`config.mk`:
```
export PLATFORM = sky130hd
export DESIGN_NAME = partial_scan_test_ctrl_flat
export DESIGN_NICKNAME = d
export VERILOG_FILES = /design/src/rtl/partial_scan_test_ctrl_if.sv /design/src/rtl/partial_scan_test_ctrl.sv /design/src/flat_wrapper.sv
export SDC_FILE = /design/constraint.sdc
export NUM_CORES = 1
export LEC_CHECK = 0
export CAP_MARGIN = 40
export CORE_MARGIN = 2
export CORE_UTILIZATION = 50
export CTS_CLUSTER_SIZE = 30
export DETAILED_ROUTE_END_ITERATION = 8
export PLACE_DENSITY = 0.74
export SLEW_MARGIN = 20
export SYNTH_ARGS = -nofsm -noshare
export SYNTH_HDL_FRONTEND = slang
export SYNTH_SLANG_ARGS = --single-unit
export TNS_END_PERCENT = 5
```
`constraint.sdc`:
```
create_clock -name clk -period 3.7 [get_ports clk]
set_input_delay 0.925 -clock clk [delete_from_list [all_inputs] [get_ports clk]]
set_output_delay 0.925 -clock clk [all_outputs]
set_load 0.05 [all_outputs]
```
`src/rtl/partial_scan_test_ctrl_if.sv`:
```
// Tester/scan-chain bundle for the fourFunc partial-scan controller.
// The slave side is the controller, the master side is the tester plus chain.
interface partial_scan_test_ctrl_if #(
  parameter int PAT_W = 8
);
  logic             start;
  logic             abort;
  logic [PAT_W-1:0] num_patterns;
  logic [15:0]      golden_sig;
  logic             scan_out;
  logic             NbarT;
  logic             scan_in;
  logic             busy;
  logic             done;
  logic             pass;
  logic [15:0]      sig;
  logic [PAT_W-1:0] pat_idx;

  modport master (
    output start, abort, num_patterns,
    output golden_sig, scan_out,
    input  NbarT, scan_in, busy, done,
    input  pass, sig, pat_idx
  );

  modport slave (
    input  start, abort, num_patterns,
    input  golden_sig, scan_out,
    output NbarT, scan_in, busy, done,
    output pass, sig, pat_idx
  );
endinterface

```
`src/rtl/partial_scan_test_ctrl.sv`:
```
// LFSR-driven partial-scan sequencer for fourFunc with MISR compaction.
// Loads of pattern p overlap the unload of response p-1.
module partial_scan_test_ctrl #(
  parameter int          CHAIN_LEN = 16,
  parameter int          PAT_W     = 8,
  parameter logic [15:0] SEED      = 16'hACE1
) (
  input logic                    clk,
  input logic                    rst,
  partial_scan_test_ctrl_if.slave bus
);

  localparam int CW = (CHAIN_LEN > 2) ? $clog2(CHAIN_LEN) : 1;
  localparam logic [CW-1:0] LAST = CW'(CHAIN_LEN - 1);

  typedef enum logic [2:0] {
    IDLE,
    SHIFT,
    CAPTURE,
    FLUSH,
    DONE
  } state_t;

  state_t           state;
  logic [15:0]      lfsr;
  logic [CW-1:0]    shift_cnt;
  logic [PAT_W-1:0] npat;

  logic [15:0]      lfsr_nxt;
  logic [15:0]      misr_nxt;
  logic [PAT_W-1:0] pat_inc;
  logic             shift_end;

  assign lfsr_nxt  = {lfsr[14:0],
                      lfsr[15] ^ lfsr[13] ^ lfsr[12] ^ lfsr[10]};
  assign misr_nxt  = {bus.sig[14:0],
                      bus.sig[15] ^ bus.sig[13] ^ bus.sig[12]
                      ^ bus.sig[10] ^ bus.scan_out};
  assign pat_inc   = bus.pat_idx + PAT_W'(1);
  assign shift_end = (shift_cnt == LAST);

  always_ff @(posedge clk or negedge rst) begin
    if (!rst) begin
      state       <= IDLE;
      lfsr        <= SEED;
      shift_cnt   <= '0;
      npat        <= '0;
      bus.NbarT   <= 1'b0;
      bus.scan_in <= 1'b0;
      bus.busy    <= 1'b0;
      bus.done    <= 1'b0;
      bus.pass    <= 1'b0;
      bus.sig     <= '0;
      bus.pat_idx <= '0;
    end else begin
      bus.done <= 1'b0;
      // abort freezes sig/pat_idx so the tester can inspect progress
      if (bus.abort && state != IDLE) begin
        state       <= IDLE;
        bus.NbarT   <= 1'b0;
        bus.scan_in <= 1'b0;
        bus.busy    <= 1'b0;
      end else begin
        unique case (state)
          IDLE: begin
            if (bus.start) begin
              lfsr        <= SEED;
              shift_cnt   <= '0;
              npat        <= bus.num_patterns;
              bus.sig     <= '0;
              bus.pat_idx <= '0;
              if (bus.num_patterns != '0) begin
                state       <= SHIFT;
                bus.NbarT   <= 1'b1;
                bus.busy    <= 1'b1;
                bus.scan_in <= SEED[15];
                bus.pass    <= 1'b0;
              end else begin
                state    <= DONE;
                bus.done <= 1'b1;
                bus.pass <= (bus.golden_sig == 16'h0000);
              end
            end
          end
          SHIFT: begin
            lfsr <= lfsr_nxt;
            if (bus.pat_idx != '0) begin
              bus.sig <= misr_nxt;
            end
            if (shift_end) begin
              state       <= CAPTURE;
              shift_cnt   <= '0;
              bus.NbarT   <= 1'b0;
              bus.scan_in <= 1'b0;
            end else begin
              shift_cnt   <= shift_cnt + CW'(1);
              bus.scan_in <= lfsr_nxt[15];
            end
          end
          CAPTURE: begin
            bus.NbarT <= 1'b1;
            if (bus.pat_idx != npat) begin
              bus.pat_idx <= pat_inc;
            end
            if (pat_inc == npat) begin
              state       <= FLUSH;
              bus.scan_in <= 1'b0;
            end else begin
              state       <= SHIFT;
              bus.scan_in <= lfsr[15];
            end
          end
          FLUSH: begin
            bus.sig <= misr_nxt;
            if (shift_end) begin
              state     <= DONE;
              shift_cnt <= '0;
              bus.NbarT <= 1'b0;
              bus.busy  <= 1'b0;
              bus.done  <= 1'b1;
              bus.pass  <= (misr_nxt == bus.golden_sig);
            end else begin
              shift_cnt <= shift_cnt + CW'(1);
            end
          end
          DONE: begin
            state <= IDLE;
          end
          default: begin
            state <= IDLE;
          end
        endcase
      end
    end
  end

endmodule

```
`src/flat_wrapper.sv`:
```
// flat-port wrapper written by rule: the top's interface ports become plain ports
module partial_scan_test_ctrl_flat 
#(
  parameter int          CHAIN_LEN = 16,
  parameter int          PAT_W     = 8,
  parameter logic [15:0] SEED      = 16'hACE1
)
  (clk, rst, bus_start, bus_abort, bus_num_patterns, bus_golden_sig, bus_scan_out, bus_NbarT, bus_scan_in, bus_busy, bus_done, bus_pass, bus_sig, bus_pat_idx);
  partial_scan_test_ctrl_if #(.PAT_W(PAT_W)) bus_i ();
  input logic clk;
  input logic rst;
  input wire logic [$bits(bus_i.start)-1:0] bus_start;
  input wire logic [$bits(bus_i.abort)-1:0] bus_abort;
  input wire logic [$bits(bus_i.num_patterns)-1:0] bus_num_patterns;
  input wire logic [$bits(bus_i.golden_sig)-1:0] bus_golden_sig;
  input wire logic [$bits(bus_i.scan_out)-1:0] bus_scan_out;
  output wire logic [$bits(bus_i.NbarT)-1:0] bus_NbarT;
  output wire logic [$bits(bus_i.scan_in)-1:0] bus_scan_in;
  output wire logic [$bits(bus_i.busy)-1:0] bus_busy;
  output wire logic [$bits(bus_i.done)-1:0] bus_done;
  output wire logic [$bits(bus_i.pass)-1:0] bus_pass;
  output wire logic [$bits(bus_i.sig)-1:0] bus_sig;
  output wire logic [$bits(bus_i.pat_idx)-1:0] bus_pat_idx;
  assign bus_i.start = bus_start;
  assign bus_i.abort = bus_abort;
  assign bus_i.num_patterns = bus_num_patterns;
  assign bus_i.golden_sig = bus_golden_sig;
  assign bus_i.scan_out = bus_scan_out;
  assign bus_NbarT = bus_i.NbarT;
  assign bus_scan_in = bus_i.scan_in;
  assign bus_busy = bus_i.busy;
  assign bus_done = bus_i.done;
  assign bus_pass = bus_i.pass;
  assign bus_sig = bus_i.sig;
  assign bus_pat_idx = bus_i.pat_idx;
  partial_scan_test_ctrl #(.CHAIN_LEN(CHAIN_LEN), .PAT_W(PAT_W), .SEED(SEED)) u_core (.clk(clk), .rst(rst), .bus(bus_i));
endmodule
```
**Word-level counts from Yosys, hierarchy flattened**

Cells that the tools add are included.

- Reductions and logical operators: 25
- Eq/ne operators: 16
- Mux-type cells: 38
- Bitwise operators: 8
- Add/subtract/negate cells: 2

Operators with widths:

| cell | count |
|---|---|
| 2-to-1 mux 16 bit | 3 |
| case mux 16 bit (3 select lines) | 1 |
| case mux 16 bit (2 select lines) | 1 |
| AND reduction 4 bit | 5 |
| equality test 16 bit | 1 |
| logical NOT 16 bit | 1 |
| 2-to-1 mux 8 bit | 2 |
| case mux 8 bit (2 select lines) | 1 |
| nonzero test 8 bit | 2 |
| 2-to-1 mux 1 bit | 15 |
| 2-to-1 mux 3 bit | 5 |
| AND reduction 3 bit | 5 |
| != test 3 x 1 -> 1 bit, second input constant | 4 |
| case mux 3 bit (4 select lines) | 1 |
| nonzero test 3 bit | 3 |
| adder 8 x 1 -> 8 bit, second input constant | 1 |
| equality test 8 bit | 1 |
| 2-to-1 mux 4 bit | 2 |
| != test 8 bit | 1 |
| case mux 4 bit (2 select lines) | 1 |
| nonzero test 2 bit | 4 |
| nonzero test 4 bit | 2 |
| XOR 1 bit | 7 |
| equality test 3 x 2 -> 1 bit, second input constant | 2 |
| other kinds (13) | 18 |

- Flip-flop bits (word level): 60
- Logic and storage cells: 100

**Depth between registers and ports, before layout**

- Depth in word-level cells: 7
- Depth in mapped cells: 9
- Mapped depth without buffers: 7

**Worst setup path before layout**

Ideal clock, no wire load.

- Kind: register to register
- From: register u_core.bus.pat_idx[0]
- To: register u_core.state[1]
- Library setup time: 0.095 ns
- Slack: 1.424 ns
- Arrival time: 2.181 ns
- Stages on the path, launching flop included: 8
- Required time: 3.605 ns
- Cells stage by stage: dfrtp_1 buf_2 inv_1 ha_1 xnor2_1 nand3_1 or4_1 o31ai_1

- Word-level cells in the longest chain between the ends: 5

Ends and longest elaborated chain:

| item | line | source |
|---|---|---|
| start: declaration | partial_scan_test_ctrl_if.sv:30 | `output pass, sig, pat_idx` |
| start signal: assignment | partial_scan_test_ctrl.sv:103 | `bus.pat_idx <= pat_inc;` |
| adder 8 x 1 -> 8 bit | partial_scan_test_ctrl.sv:39 | `assign pat_inc = bus.pat_idx + PAT_W'(1);` |
| equality test 8 bit | partial_scan_test_ctrl.sv:105 | `if (pat_inc == npat) begin` |
| 2-to-1 mux 2 bit | partial_scan_test_ctrl.sv:105 |  |
| case mux 3 bit (4 select lines) | partial_scan_test_ctrl.sv:64 | `unique case (state)` |
| 2-to-1 mux 3 bit | partial_scan_test_ctrl.sv:58 | `if (bus.abort && state != IDLE) begin` |
| end signal: assignment | partial_scan_test_ctrl.sv:59 | `state <= IDLE;` |
| end signal: assignment | partial_scan_test_ctrl.sv:106 | `state <= FLUSH;` |
| end signal: assignment | partial_scan_test_ctrl.sv:109 | `state <= SHIFT;` |
| end: declaration | partial_scan_test_ctrl.sv:24 | `state_t state;` |

Every way passes these cells.
A chain may end at the register's enable or synchronous reset.

**Worst setup path in the final report**

- From: register u_core.bus.pat_idx[2]
- To: output bus_pat_idx[2]

RTL lines:

| item | line | source |
|---|---|---|
| end: declaration | flat_wrapper.sv:23 | `output wire logic [$bits(bus_i.pat_idx)-1:0] bus_pat_idx;` |

No word-level cell between the ends.

==> summary.txt <==
Filler Cells Inserted - 520
Mux contribution to synthesized area - 0.686%
Final worst slack - 873 ps
First-pass GRT wire length - 13300 um
Hpwl dp - 5640 um
Cts bufs inserted - 9
Via count - 2753
Max Slew Vio Count - 0
Proportion of layout cells with a drive suffix above 1 - 10.3%
Root Driver - clkbuf_8
IO Port Bufs - 57
Drt initial violations - 154
Synth Area in Adders - 1.14%
Worst-skew pair later-pin latency - 340 ps
Vias in the first global route - 2702
Clock Skew - 11.5 ps
Type of origin of the critical path - flip-flop
Clk sinks - 60
Compound-Gate Fraction of Synth Area - 17.9%
Final Cycle Share - 76.4%
Mapped Area - 0.00328 mm2
DRC Markers - 0
Crit Path Max Fanout - 12
Setup repair after global routing missed its margin - false
Ant. Diodes - 0
Yosys top cell by area - dfrtp_1
PwrDens - 622 mW/mm2
Die H - 85.1 um
CP delay by family, top - buffers and inverters
Cts-stage hold buffer count - 0
Final WL - 7740 um
Post-Synth XOR/XNOR Area - 10.5%
Setup TNS Final - 0 ps
Endpoint class of the critical path - primary output
Slew Limit Headroom - 50.0%
DRT Pass-1 Iters - 4
Htree depth - 3
Slowest cell on crit path - clkdlybuf4s50_1
Clock slew at reported path FFs - 70 ps
Mapped Cells - 342
Final net count - 426
DIE WIDTH - 85.1 um
Status - finished clean
Synth Area in Simple Gates - 20.3%
Initial core utilization - 51.7%
Worst slew pin tran - 744 ps
Placer Congestion - 0.885
GR Util All Layers - 23.4%
Largest net degree at the start of global routing - 37
Initial antenna violation count - 0
Worst hold path type - in2async
Postcts setup bufs - 0
Die ar. - 0.00723 mm2
Finish-stage setup viols - 0
Fmax - 0.354 GHz
Max Buffers Root-to-Sink - 2
Sequential-to-total area share from yosys stat - 46.0%
CP max stage delay - 900 ps
Area Overhead vs Synth - 24.3%
Crit path DAT - 1900 ps
Post-synth EDFFs - 0
WS Path Type - reg2out
Max-Cap Viols - 0
Synthesis Warnings - 0
Worst path required time - 2770 ps
Register area - 0.00151 mm2
Largest family of logic cells by synthesized area - simple AND/OR/NAND/NOR gates
Minimum clock period - 2830 ps
Drt wl/cell - 16.3 um
Fin util - 64.3%
Critical path, cell by cell - clkdlybuf4s50_1
Leak pwr - 1.75 nW
Ports - 58
Worst path buffer plus inverter count - 1
Vias per inst - 5.78
Maximum vdd ir drop - 0.398 mV
Yosys top cell area share - 39.6%
Top cells by area, synth - dfrtp_1, nand2_1, xor2_1, dfstp_2, o21ai_1
CTS tree - done
Hold Vio Cnt, Final - 0
Post-CTS Resized - 0
Synthesized Nets - 374
Setup WS pre-CTS - 603 ps
Grt total ovfl - 0
Yosys cell types - 58
Syn_area_per_cell - 9.60 um2
Asr flop ratio synth - 100%
Antenna viol nets, final - 0
Row cnt - 29
Multi-input logic area - 0.00167 mm2
Synth Flop Type - dfrtp_1
Core area - 0.00635 mm2
Number of synthesized register bits - 60
==> layout by cell type, fill, tap and decap left out, drive strengths merged, types with 11 or more instances in the layout <==
cell type       n
nand2          66
xor2           29
clkbuf         12
dfrtp          52
a21oi          16
o21ai          23
nor2           11
nor4           14
clkdlybuf4s50  56
==> stage by stage <==
| stage | power, mW | hold slack [ps] | cell area, um2 | cells |
|---|---|---|---|---|
| detailed placement | 2.00 | 479 | 3880 | 459 |
| floorplan | 1.72 | 462 | 3280 | 342 |
| CTS | 2.54 | 504 | 4060 | 475 |
| global route | 2.71 | 367 | 4080 | 476 |
| finish | 2.54 | 378 | 4080 | 476 |
| global placement | 1.97 | 484 | 3880 | 459 |
==> where the power goes <==
group          leakage, nW  switching [mW]  internal, mW  total, mW
clock network       0.0884           0.260         0.277      0.538
registers            0.780           0.185         0.852       1.04
logic                0.881           0.570         0.394      0.964
total                 1.75            1.02          1.52       2.54
==> flip-flops by register name, indices dropped and copies added (netlist names) <==
name / cells
u_core.shift_cnt: 4
u_core.bus.NbarT: 1
u_core.bus.pat_idx: 8
u_core.lfsr: 16
u_core.npat: 8
u_core.bus.done: 1
u_core.state: 3
u_core.bus.pass: 1
u_core.bus.busy: 1
u_core.bus.sig: 16
u_core.bus.scan_in: 1
==> final timing paths <==
kind | from | to | slack (ps) | cells after the start
worst max-delay path | u_core.bus.pat_idx[2] | bus_pat_idx[2] | 870 | 1
worst min-delay path | rst | u_core.bus.pat_idx[0] | 380 | 1
max in group asynchronous | rst | u_core.bus.sig[8] | 2790 | 2
worst max register to register | u_core.bus.pat_idx[0] | u_core.bus.sig[0] | 1220 | 8
worst min register to register | u_core.lfsr[0] | u_core.lfsr[0] | 500 | 2
min in group clk | u_core.lfsr[0] | u_core.lfsr[0] | 500 | 2
==> cell families (layout without fill, tap and decap cells) <==
kind of cell | Yosys count | in the layout
and+or+nand+nor | 134 | 134
AOI/OAI and AO/OA | 82 | 82
DFF | 60 | 60
xor gates and xnor gates | 37 | 37
buffers and inverters | 24 | 81
adders and majority gates | 3 | 3
muxes | 2 | 2
==> routing by layer <==
metal  up-vias  global-route usage (%)  share of wire (%)
li1       1333                       -                  -
met1      1331                    34.2                 47
met2        79                    35.1                 46
met3        10                    4.47                5.7
met4         0                    7.94                1.2
met5         -                       0                  0
==> synth_stat cells, drive strengths merged (7+ instances only) <==
| cell type | count |
|---|---|
| dfstp | 8 |
| nand3 | 9 |
| nor2 | 11 |
| buf | 10 |
| o21ai | 23 |
| a22o | 9 |
| xor2 | 29 |
| nand2 | 66 |
| a21oi | 16 |
| clkbuf | 10 |
| o22a | 9 |
| dfrtp | 52 |
| nor4 | 14 |
| xnor2 | 7 |
==> layout make-up <==
class | count | area share, %
clock buffers | 12 | 3.80
clock inverters | 4 | 0.613
inverters | 4 | 0.368
multi-input cells | 258 | 40.9
flip-flops and latches | 60 | 37.0
well taps | 77 | 2.36
repair buffers | 61 | 14.9
Power figures use the tool's default switching activity.
